[config.mk]
export PLATFORM = sky130hd
export DESIGN_NAME = cpe_lsu
export DESIGN_NICKNAME = d
export VERILOG_FILES = /design/src/rtl/cpe_lsu.sv
export SDC_FILE = /design/constraint.sdc
export NUM_CORES = 1
export LEC_CHECK = 0
export CORE_MARGIN = 2
export CORE_UTILIZATION = 48
export DETAILED_ROUTE_END_ITERATION = 12
export PLACE_DENSITY = 0.86
export SYNTH_ARGS = -nofsm -noshare
export SYNTH_HDL_FRONTEND = slang
export SYNTH_SLANG_ARGS = --single-unit
export TNS_END_PERCENT = 1
[constraint.sdc]
create_clock -name clk_w_i -period 3.8 [get_ports clk_w_i]
set_clock_uncertainty 0.05 [all_clocks]
set_input_delay 0.76 -clock clk_w_i [delete_from_list [all_inputs] [get_ports clk_w_i]]
set_output_delay 0.76 -clock clk_w_i [all_outputs]
set_load 0.05 [all_outputs]
[src/rtl/cpe_lsu.sv]
`default_nettype none
// +----------------------------------------------------------------------------+
// | cpe_lsu: CPU load/store unit to word-aligned, byte-enabled req/ack bus.   |
// | Optional define CPE_LSU_MISALIGN_EN rejects misaligned half/word access.  |
// | Revision: 1.0                                                             |
// +----------------------------------------------------------------------------+
module cpe_lsu #(
   parameter int TIMEOUT_CYCLES = 16,
   parameter int CNT_W          = 8
) (
   input  logic        clk_w_i,
   input  logic        res_w_i_l,
   input  logic        mem_rd_w_i_h,
   input  logic        mem_wr_w_i_h,
   input  logic [31:0] mem_addr_w_i,
   input  logic [31:0] mem_data_w_i,
   input  logic [2:0]  funct_3_w_i,
   output logic        stall_w_o_h,
   output logic        done_w_o_h,
   output logic        err_w_o_h,
   output logic [31:0] load_data_w_o,
   output logic        bus_req_w_o_h,
   output logic        bus_we_w_o_h,
   output logic [31:0] bus_addr_w_o,
   output logic [3:0]  bus_be_w_o,
   output logic [31:0] bus_wdata_w_o,
   input  logic        bus_ack_w_i_h,
   input  logic [31:0] bus_rdata_w_i
);

   typedef enum logic [1:0] {
      ST_IDLE = 2'd0,
      ST_REQ  = 2'd1,
      ST_DONE = 2'd2
   } state_t;

   localparam logic [CNT_W-1:0] c_timeout    = CNT_W'(TIMEOUT_CYCLES);
   localparam logic [CNT_W-1:0] c_cnt_one    = CNT_W'(1);
   localparam bit               c_timeout_en = (TIMEOUT_CYCLES != 0);

   state_t            r_state, w_state_nxt;
   logic [CNT_W-1:0]  r_cnt;
   logic [CNT_W-1:0]  w_cnt_inc;
   logic              r_err;
   logic              r_bus_req, r_bus_we;
   logic [31:0]       r_bus_addr, r_bus_wdata, r_load_data;
   logic [3:0]        r_bus_be;
   logic [2:0]        r_f3;
   logic [1:0]        r_lane;

   logic              w_f3_ok, w_misalign, w_legal;
   logic              w_issue, w_reject, w_ack_done, w_timeout, w_stall;
   logic [3:0]        w_be;
   logic [31:0]       w_wdata;
   logic [1:0]        w_rsel;
   logic [31:0]       w_shifted, w_load_ext;

   always_comb begin
      case (funct_3_w_i)
         3'b000, 3'b001, 3'b010: w_f3_ok = 1'b1;
         3'b100, 3'b101:         w_f3_ok = mem_rd_w_i_h;
         default:                w_f3_ok = 1'b0;
      endcase
   end

`ifdef CPE_LSU_MISALIGN_EN
   assign w_misalign = ((funct_3_w_i[1:0] == 2'b01) && mem_addr_w_i[0]) ||
                       ((funct_3_w_i[1:0] == 2'b10) && (mem_addr_w_i[1:0] != 2'b00));
`else
   assign w_misalign = 1'b0;
`endif

   assign w_legal   = (mem_rd_w_i_h ^ mem_wr_w_i_h) && w_f3_ok && !w_misalign;
   assign w_cnt_inc = r_cnt + c_cnt_one;

   always_comb begin
      w_state_nxt = r_state;
      w_issue     = 1'b0;
      w_reject    = 1'b0;
      w_ack_done  = 1'b0;
      w_timeout   = 1'b0;
      w_stall     = 1'b0;
      case (r_state)
         ST_IDLE: begin
            w_stall = mem_rd_w_i_h | mem_wr_w_i_h;
            if (w_legal) begin
               w_issue     = 1'b1;
               w_state_nxt = ST_REQ;
            end else if (mem_rd_w_i_h | mem_wr_w_i_h) begin
               w_reject    = 1'b1;
               w_state_nxt = ST_DONE;
            end
         end
         ST_REQ: begin
            w_stall = 1'b1;
            if (bus_ack_w_i_h) begin
               w_ack_done  = 1'b1;
               w_state_nxt = ST_DONE;
            end else if (c_timeout_en && (w_cnt_inc == c_timeout)) begin
               w_timeout   = 1'b1;
               w_state_nxt = ST_DONE;
            end
         end
         ST_DONE: w_state_nxt = ST_IDLE;
         default: w_state_nxt = ST_IDLE;
      endcase
   end

   // Byte/half stores replicate data across lanes so the bus can pick any lane.
   always_comb begin
      w_be    = 4'b1111;
      w_wdata = mem_data_w_i;
      case (funct_3_w_i[1:0])
         2'b00: begin
            w_be    = 4'b0001 << mem_addr_w_i[1:0];
            w_wdata = {4{mem_data_w_i[7:0]}};
         end
         2'b01: begin
            w_be    = 4'b0011 << {mem_addr_w_i[1], 1'b0};
            w_wdata = {2{mem_data_w_i[15:0]}};
         end
         default: ;
      endcase
   end

   always_comb begin
      case (r_f3[1:0])
         2'b00:   w_rsel = r_lane;
         2'b01:   w_rsel = {r_lane[1], 1'b0};
         default: w_rsel = 2'b00;
      endcase
      w_shifted = bus_rdata_w_i >> {w_rsel, 3'b000};
      case (r_f3)
         3'b000:  w_load_ext = {{24{w_shifted[7]}},  w_shifted[7:0]};
         3'b001:  w_load_ext = {{16{w_shifted[15]}}, w_shifted[15:0]};
         3'b100:  w_load_ext = {24'd0, w_shifted[7:0]};
         3'b101:  w_load_ext = {16'd0, w_shifted[15:0]};
         default: w_load_ext = w_shifted;
      endcase
   end

   always_ff @(posedge clk_w_i or negedge res_w_i_l) begin
      if (!res_w_i_l) begin
         r_state <= ST_IDLE;
      end else begin
         r_state <= w_state_nxt;
      end
   end

   always_ff @(posedge clk_w_i or negedge res_w_i_l) begin
      if (!res_w_i_l) begin
         r_cnt       <= '0;
         r_err       <= 1'b0;
         r_bus_req   <= 1'b0;
         r_bus_we    <= 1'b0;
         r_bus_addr  <= 32'd0;
         r_bus_be    <= 4'd0;
         r_bus_wdata <= 32'd0;
         r_load_data <= 32'd0;
         r_f3        <= 3'd0;
         r_lane      <= 2'd0;
      end else begin
         r_err <= w_reject | w_timeout;
         if (r_state == ST_REQ) begin
            r_cnt <= w_cnt_inc;
         end else begin
            r_cnt <= '0;
         end
         if (w_issue) begin
            r_bus_req   <= 1'b1;
            r_bus_we    <= mem_wr_w_i_h;
            r_bus_addr  <= {mem_addr_w_i[31:2], 2'b00};
            r_bus_be    <= w_be;
            r_bus_wdata <= w_wdata;
            r_f3        <= funct_3_w_i;
            r_lane      <= mem_addr_w_i[1:0];
         end
         if (w_ack_done || w_timeout) begin
            r_bus_req <= 1'b0;
         end
         if (w_ack_done && !r_bus_we) begin
            r_load_data <= w_load_ext;
         end else if (w_timeout) begin
            r_load_data <= 32'd0;
         end
      end
   end

   // Stall is forced low while reset is held, even if the CPU is requesting.
   assign stall_w_o_h   = res_w_i_l & w_stall;
   assign done_w_o_h    = (r_state == ST_DONE);
   assign err_w_o_h     = r_err;
   assign load_data_w_o = r_load_data;
   assign bus_req_w_o_h = r_bus_req;
   assign bus_we_w_o_h  = r_bus_we;
   assign bus_addr_w_o  = r_bus_addr;
   assign bus_be_w_o    = r_bus_be;
   assign bus_wdata_w_o = r_bus_wdata;

endmodule
`default_nettype wire

# After elaboration in Yosys (flattened, before gate mapping)
# Index checks and enable logic that the tools add are counted.
# classes
add_sub_neg	1
shifts	3
muxes	26
eq_ne	14
bitwise	4
reduce_logical	14
# op_table
operator	count
one-hot mux 32 bit (4 select lines)	1
2-to-1 mux 32 bit	2
one-hot mux 32 bit (2 select lines)	1
>> shifter 32 x 5 -> 32 bit	1
equality test 3 bit, second input constant	4
2-to-1 mux 1 bit	12
adder 8 x 1 -> 8 bit, second input constant	1
equality test 8 x 5 -> 1 bit, second input constant	1
2-to-1 mux 2 bit	4
2-to-1 mux 8 bit	1
one-hot mux 2 bit (2 select lines)	2
one-hot mux 4 bit (2 select lines)	1
equality test 2 x 1 -> 1 bit, second input constant	3
equality test 3 x 1 -> 1 bit, second input constant	2
zero test 2 bit	3
zero test 3 bit	2
!= test 3 bit, second input constant	2
one-hot mux 1 bit (2 select lines)	2
nonzero test 2 bit	2
left shift 1 x 2 -> 4 bit, first input constant	1
left shift 2 x 2 -> 4 bit, first input constant	1
equality test 3 x 2 -> 1 bit, second input constant	1
OR reduction 3 bit	1
equality test 2 bit, second input constant	1
other kinds (8)	10
# word_totals
output_inout_bits	105
input_bits	104
register_bits	116

# Depth between registers and ports, before layout
# Gate-level depths: netlist of run 1.
# logic_depth
ltp_word	8
mapped_depth	9

# Worst setup path before layout of run 1
# Ideal clock, no wire load.
# synth_timing
path_type	input-to-reg
from	input port funct_3_w_i[1]
to	register r_bus_addr[27] (netlist: bus_addr_w_o[27])
n_path_buf	4
t_required_ns	3.625
cell_stages	8
setup_slack_ns	1.450
arrival_ns	2.175
path_cell_list	clkbuf_1 a21oi_1 o21ai_1 nand2b_1 clkbuf_1 buf_2 buf_2 mux2_2
# synth_via
elab_chain_len	6
# synth_lines
element	line_no	source
from (decl)	17	input logic [2:0] funct_3_w_i,
equality test 3 x 1 -> 1 bit (tied with other cells)	59	case (funct_3_w_i)
OR reduction 3 bit / OR reduction 2 bit (equally long branches)	59	
one-hot mux 1 bit (2 select lines) (*)	59	
logical AND 1 bit (*)	73	assign w_legal = (mem_rd_w_i_h ^ mem_wr_w_i_h) && w_f3_ok && !w_misalign;
2-to-1 mux 1 bit (*)	86	if (w_legal) begin
2-to-1 mux 1 bit (*)	83	case (r_state)
to (signal assigned)	172	r_bus_addr <= {mem_addr_w_i[31:2], 2'b00};
to (decl)	46	logic [31:0] r_bus_addr, r_bus_wdata, r_load_data;
# Every way passes the cells marked *; elsewhere a longest branch is shown, timed or not.
# A chain may end at the register's enable or synchronous reset.

# Final worst setup path of run 1
# layout_timing
from	input port mem_rd_w_i_h
to	output port stall_w_o_h
# layout_via
elab_chain_len	3
# layout_lines
element	line_no	source
from (decl)	13	input logic mem_rd_w_i_h,
OR 1 bit	85	w_stall = mem_rd_w_i_h | mem_wr_w_i_h;
one-hot mux 1 bit (2 select lines)	83	
AND 1 bit	190	assign stall_w_o_h = res_w_i_l & w_stall;
to (decl)	18	output logic stall_w_o_h,
# Every way passes these cells.

==> key figures, run 1 <==
Detailed routing
  • DR WL/cell: 19.7 um
  • Met3 WL: 1.72 mm
  • Top Layer Used: met4
  • DR iter-0 viols: 400
  • Met2 WL: 8.54 mm
  • Drt via density: just under 6
  • Routed vias: 5003
  • Met1 Wirelength: 6.39 mm
  • DRT Wirelength: 17.0 mm
  • DRC violations left: 0
  • 1st-pass router iterations: 5
  • Final ANT Viol Nets: 0

CTS
  • Postcts setup bufs: 0
  • Post-CTS sizing: 0
  • Sink Count: 116
  • Deepest clock path buffer count: 2
  • Skew-Pair Late Insertion Delay: 0.41 ns
  • H-Tree Depth: 4
  • TritonCTS clock tree: done
  • Number of buffers created by CTS: 17
  • Root buffer cell: clkbuf_16
  • CTS Hold Bufs: 0
  • CTS clock-pin slew for the worst setup and hold paths: 0.06 ns

Run
  • Max_cap viols: 0

Power
  • Clock Power Share: 20.1%
  • PnR Total Power: approximately 0.0073 W
  • P_int: about 0.0039 W
  • Reg power frac: around 29%
  • Static Leak: between 3 and 4 nW
  • Psw: 0.00336 W
  • Logic gate share of total power: between 50% and 60%
  • Worst VDD drop: 681 uV
  • Switch share: 46.3%
  • PwrDens: 873 mW/mm2

Yosys
  • Post-synth top cells: dfrtp_1 (116), nand2_1 (64), mux2_2 (43), o21ai_0 (42), mux2i_1 (25)
  • EDFF count, synth: 0
  • Asr flop ratio synth: 100%
  • Area of the mapped netlist: 0.00561 mm2
  • Netlist cell types: 51
  • Top cells by area, synth: dfrtp_1 (52%), mux2_2 (8.6%), mux2i_1 (4.5%), nand2_1 (4.3%), o21ai_0 (3.7%)
  • Post-synthesis cell count: around 510
  • Synth warnings: 0
  • Most common cell in the netlist: dfrtp_1
  • Ys flop type: dfrtp_1
  • Mean Syn Cell Area: roughly 11 um2
  • Flip-flop and latch count after synthesis: 116
  • Area leader, netlist: dfrtp_1
  • Post-synth top area share: 51.7%
  • Post-synthesis sequential area ratio: between 50% and 60%

Setup path
  • CP delay by family, top: buffers and inverters
  • Most frequent CP cell: inv_1
  • Worst setup SP type: input pin
  • Crit path DAT: 2.00 ns
  • Worst Path Buf+Inv: 4
  • Crit path cell chain: clkdlybuf4s50_1, inv_1, ha_1, inv_1, o211a_1, buf_4
  • Kind of critical path: in -> out
  • Crit-path max FO: 3
  • WP data required: 2.99 ns
  • Max stage delay on crit path: 0.49 ns
  • Worst setup EP type: output pin
  • Critical Path Slowest Stage Cell: clkdlybuf4s50_1

Cells and area
  • Nets: around 800
  • Post-layout util: roughly 73%
  • Fin cells: between 800 and 900
  • Share of cells above drive strength 1: 14.5%
  • Antenna diodes: 0
  • Area growth, synth to finish: 48.5%

Placement
  • Gpl congestion: 0.830
  • I/O Buffers: 206
  • Setup WS pre-CTS: 0.718 ns
  • Cells after DPL: 829
  • Hpwl dp: about 12 mm

GRT
  • Total gr overflow: 0
  • Largest net degree at the start of global routing: 67
  • Vias in the first global route: 5207
  • Tot GR Track Use: 27.2%
  • Initial antenna violation count: 0
  • First-pass GRT wire length: 26.9 mm

Hold path
  • Worst hold path type: reg -> reg

Floorplanning
  • Std cell rows: 39
  • Initial Util: about half
  • Die Y-Extent: 112 um
  • Core Region: 0.0114 mm2
  • I/O pin total: 209
  • Die Wd: 112 um
  • Die area: between 0.01 and 0.015 mm2

Timing
  • Final-report setup violation count: 0
  • Setup_tns: 0 ns
  • Final Slew Violations: 0
  • Rel. slew slack: 34.7%
  • Final WS setup: 0.987 ns
  • Final period util: 74.0%
  • Unrepaired setup endpoints after global routing: no
  • Max Fclk: 0.355 GHz
  • Fin. Hold Viols: 0
  • Tmin final: between 2 and 3 ns
  • Worst Tran Pin Value: 0.976 ns

Outcome
  • Status: finished clean
final cells by class:
type,instances,area (um2)
fillers,773,3090
flip-flops and latches,116,2900
multi-input cells,344,2510
repair buffers,217,2150
clock buffers,17,425
well taps,143,179
clock inverters,15,124
inverters,9,33.8
cells by family (layout without fill, tap and decap cells):
kind of cell             Yosys count  after routing  synth area share, %
AND/OR/NAND/NOR                  115            115                 9.21
other                              1              2               0.0668
buffers and inverters             46            258                 3.66
AO/OA/AOI/OAI                    143            143                 17.8
flip-flops                       116            116                 51.7
multiplexers                      75             75                 15.9
adder cells (fa/ha/maj)            3              3                0.669
XOR/XNOR                           6              6                0.937
flip-flops by register name, summed over array words and instances, names as in the netlist:
register       count
bus_wdata_w_o     32
bus_addr_w_o      30
bus_req_w_o_h      1
r_state            2
r_cnt              8
load_data_w_o     32
err_w_o_h          1
r_lane             2
bus_be_w_o         4
r_f3               3
bus_we_w_o_h       1
layout by cell type, fill, tap and decap left out, types with 3 or more instances in the layout:
cell type and count:
o211ai_1 16, xnor2_1 3, mux2i_1 25, xor2_1 3, nand3_1 3, a22o_1 7, a22oi_1 23, a221o_1 7
nand2b_1 4, nand2_1 64, mux4_2 7, a211oi_1 3, inv_1 9, nor2b_1 6, clkinvlp_4 5, ha_1 3
clkbuf_16 17, a21oi_1 16, dfrtp_1 116, inv_6 5, buf_4 12, a211o_1 8, clkinv_4 3, nor2_1 23
mux2_2 43, o21ai_0 42, a21boi_0 9, clkdlybuf4s50_1 204
final timing paths:
kind / start / end / slack [ns] / cells after the start
worst min register to register: bus_be_w_o[2] / bus_be_w_o[2] / 0.43 / 2
worst max register to register: r_f3[1] / load_data_w_o[18] / 1.25 / 6
worst max-delay path: mem_rd_w_i_h / stall_w_o_h / 0.99 / 6
max in group asynchronous: res_w_i_l / r_f3[1] / 1.99 / 3
min in group asynchronous: res_w_i_l / bus_addr_w_o[10] / 0.44 / 2
worst min-delay path: bus_be_w_o[2] / bus_be_w_o[2] / 0.43 / 2
metrics by stage:
step	hold slack [ns]	instance area (um2)
after floorplan	0.399	5610
after global placement	0.411	7780
after detailed placement	0.420	7780
after CTS	0.433	8330
after global routing	0.463	8330
final	0.430	8330
routing by layer:
metal  global-route usage (%)  up-vias
met5                        0        -
met4                     8.54        0
met3                     9.34       32
met2                     45.2      302
met1                     33.7     2426
li1                         -     2243
power groups by stage:
| stage | Clock [W] | Combinational [W] | Sequential (W) |
|---|---|---|---|
| after floorplan | 0 | 0.000943 | 0.00350 |
| after global placement | 0 | 0.00365 | 0.00204 |
| after detailed placement | 0 | 0.00372 | 0.00207 |
| after CTS | 0.00148 | 0.00374 | 0.00207 |
| after global routing | 0.00156 | 0.00390 | 0.00213 |
| final | 0.00146 | 0.00373 | 0.00208 |
worst register-to-register path, stage by stage (launching register included):
cell	delay (ns)
dfrtp_1	0.60
nor2b_1	0.21
buf_4	0.25
mux2_2	0.37
nand3b_1	0.09
a311o_1	0.63
o211ai_1	0.19
(Power assumes the default switching activity.)
==> inputs of run 2 (changes only) <==
--- a/config.mk
+++ b/config.mk
@@ -6,9 +6,9 @@
 export NUM_CORES = 1
 export LEC_CHECK = 0
 export CORE_MARGIN = 2
-export CORE_UTILIZATION = 48
+export CORE_UTILIZATION = 45
 export DETAILED_ROUTE_END_ITERATION = 12
-export PLACE_DENSITY = 0.86
+export PLACE_DENSITY = 0.81
 export SYNTH_ARGS = -nofsm -noshare
 export SYNTH_HDL_FRONTEND = slang
 export SYNTH_SLANG_ARGS = --single-unit
==> constraint.sdc (replaced) <==
create_clock -name clk_w_i -period 2.9 [get_ports clk_w_i]
set_clock_uncertainty 0.05 [all_clocks]
set_input_delay 0.58 -clock clk_w_i [delete_from_list [all_inputs] [get_ports clk_w_i]]
set_output_delay 0.58 -clock clk_w_i [all_outputs]
set_load 0.05 [all_outputs]
==> run 2 against run 1 <==
  * Non-clock buffer count grew 2
  * Count of clock-buffer cells in the layout is 4 higher
  * Clock power is 42% higher
  * Cell count increased by 3.0%
  * Sequential power increased by 27%
  * Die area increased by 6.4%
  * Register-to-register slack got worse by 0.82 ns
  * Combinational power increased by 33%
  * Utilization fell by 3.2 points
  * Routed wire length shrank 2.1%
  * Worst setup slack worse by 0.56 ns
==> key figures, run 2 (synthesis results as in run 1) <==
Timing
  • Final-report setup violation count: 0
  • Setup_tns: 0 ns
  • Unrepaired setup endpoints after global routing: no
  • Minimum hold slack: 0.246 ns
  • Final period util: 85.3%
  • Final Slew Violations: 0
  • Tmin final: 2.47 ns
  • Fin. Hold Viols: 0
  • Max Fclk: 0.404 GHz
  • Rel. slew slack: 38.3%
  • Worst Tran Pin Value: 0.923 ns

GRT
  • Tot GR Track Use: 25.3%
  • Total gr overflow: 0
  • Vias in the first global route: 5101
  • Initial antenna violation count: 0
  • Largest net degree at the start of global routing: 117
  • First-pass GRT wire length: about 26 mm

Hold path
  • Worst hold path type: in -> async

Setup path
  • Worst setup EP type: flop
  • Worst setup SP type: flop
  • CP endpoint: load_data_w_o[0]
  • Reg-to-Reg End: load_data_w_o[0]
  • WP data required: 3.13 ns
  • Crit-path max FO: 11
  • Crit path DAT: ~2.7 ns
  • Setup crit start: r_cnt[0]
  • Worst R2R Start: r_cnt[0]
  • R2r setup slk: 0.43 ns
  • Kind of critical path: reg -> reg
  • Cells on worst reg2reg path: 6

Cells and area
  • Post-layout util: between 60 and 70%
  • Antenna diodes: 0
  • Area growth, synth to finish: 50.6%
  • Nets: 814
  • Most common cell after layout, fill and taps aside: clkdlybuf4s50_1
  • FILL cells: 887
  • Share of cells above drive strength 1: 14.2%
  • Final Cell Area: 0.00845 mm2
  • Most frequent cells in the layout: clkdlybuf4s50_1 (204), dfrtp_1 (116), nand2_1 (64)
  • Fin cells: 887

CTS
  • Root buffer cell: clkbuf_16
  • CTS clock-pin slew for the worst setup and hold paths: roughly 0.05 ns
  • Number of buffers created by CTS: 17
  • H-Tree Depth: 4
  • Sink Count: 116
  • Deepest clock path buffer count: 2
  • Post-CTS sizing: 0
  • TritonCTS clock tree: done
  • CTS Hold Bufs: 0
  • Skew-Pair Late Insertion Delay: 0.40 ns
  • Postcts setup bufs: 0

Detailed routing
  • Final ANT Viol Nets: 0
  • Routed vias: 4863
  • DRT Wirelength: 16.6 mm
  • DR WL/cell: 18.7 um
  • DR iter-0 viols: between 300 and 400
  • Drt via density: between 5 and 6
  • DRC violations left: 0
  • 1st-pass router iterations: 5

Placement
  • Hpwl dp: 12.0 mm
  • I/O Buffers: slightly above 200
  • Cells after DPL: 856
  • Gpl congestion: 0.900
  • Placement Cell Area: 0.00787 mm2

Floorplanning
  • Die area: 0.0134 mm2
  • Die Y-Extent: 116 um
  • Std cell rows: 40
  • Core Region: about 0.012 mm2
  • I/O pin total: 209
  • Initial Util: 46.3%
  • Die Wd: ~120 um

Outcome
  • Status: finished clean

Run
  • Max_cap viols: 0

Power
  • Static Leak: 3.56 nW
  • Worst VDD drop: 829 uV
  • PwrDens: between 1000 and 1500 mW/mm2
==> run 2: critical path, stage by stage (launching register included) <==
cell       delay (ns)
dfrtp_1          0.44
ha_1             0.31
and3_2           0.25
mux2i_1          0.23
o2111ai_2        0.20
o21ba_1          0.42
a221o_2          0.46
==> run 2: cell type report <==
class / count / area [um2] / area share, %
timing repair buffer: 219 / 2200 / 26.1
clock inverter: 10 / 133 / 1.57
sequential: 116 / 2900 / 34.4
clock buffer: 21 / 450 / 5.33
multi-input combinational: 344 / 2510 / 29.8
tap: 168 / 210 / 2.49
inverter: 9 / 33.8 / 0.400
==> run 2: how the worst min path moves through the flow <==
stage	startpoint	endpoint	slack [ns]	cells past startpoint
CTS	res_w_i_l	bus_be_w_o[1]	0.30	2
global placement	bus_wdata_w_o[27]	bus_wdata_w_o[27]	0.41	2
floorplan	res_w_i_l	bus_addr_w_o[10]	0.23	0
finish	res_w_i_l	load_data_w_o[31]	0.25	2
global route	res_w_i_l	bus_wdata_w_o[9]	0.31	2
detailed placement	bus_wdata_w_o[11]	bus_wdata_w_o[11]	0.42	2
==> run 2: power by group <==
group / total, W / internal (W) / switching, W
registers: 0.00265 / 0.00223 / 0.000416
clock network: 0.00207 / 0.00136 / 0.000705
logic: 0.00496 / 0.00181 / 0.00314
==> run 2: routing by layer <==
metal | track usage [%] | up-vias | routed length [um]
met1 | 30.6 | 2331 | 6500
met4 | 10.3 | 0 | 439
met3 | 10.2 | 30 | 1810
met5 | 0 | - | 0
li1 | - | 2249 | -
met2 | 40.6 | 253 | 7860
==> run 2: metrics by stage <==
step,setup slack (ns),total power (W)
6_report,0.427,0.00967
5_1_grt,0.326,0.0101
4_1_cts,0.448,0.00972
3_5_place_dp,0.344,0.00761
3_3_place_gp,0.367,0.00751
2_1_floorplan,0.730,0.00582
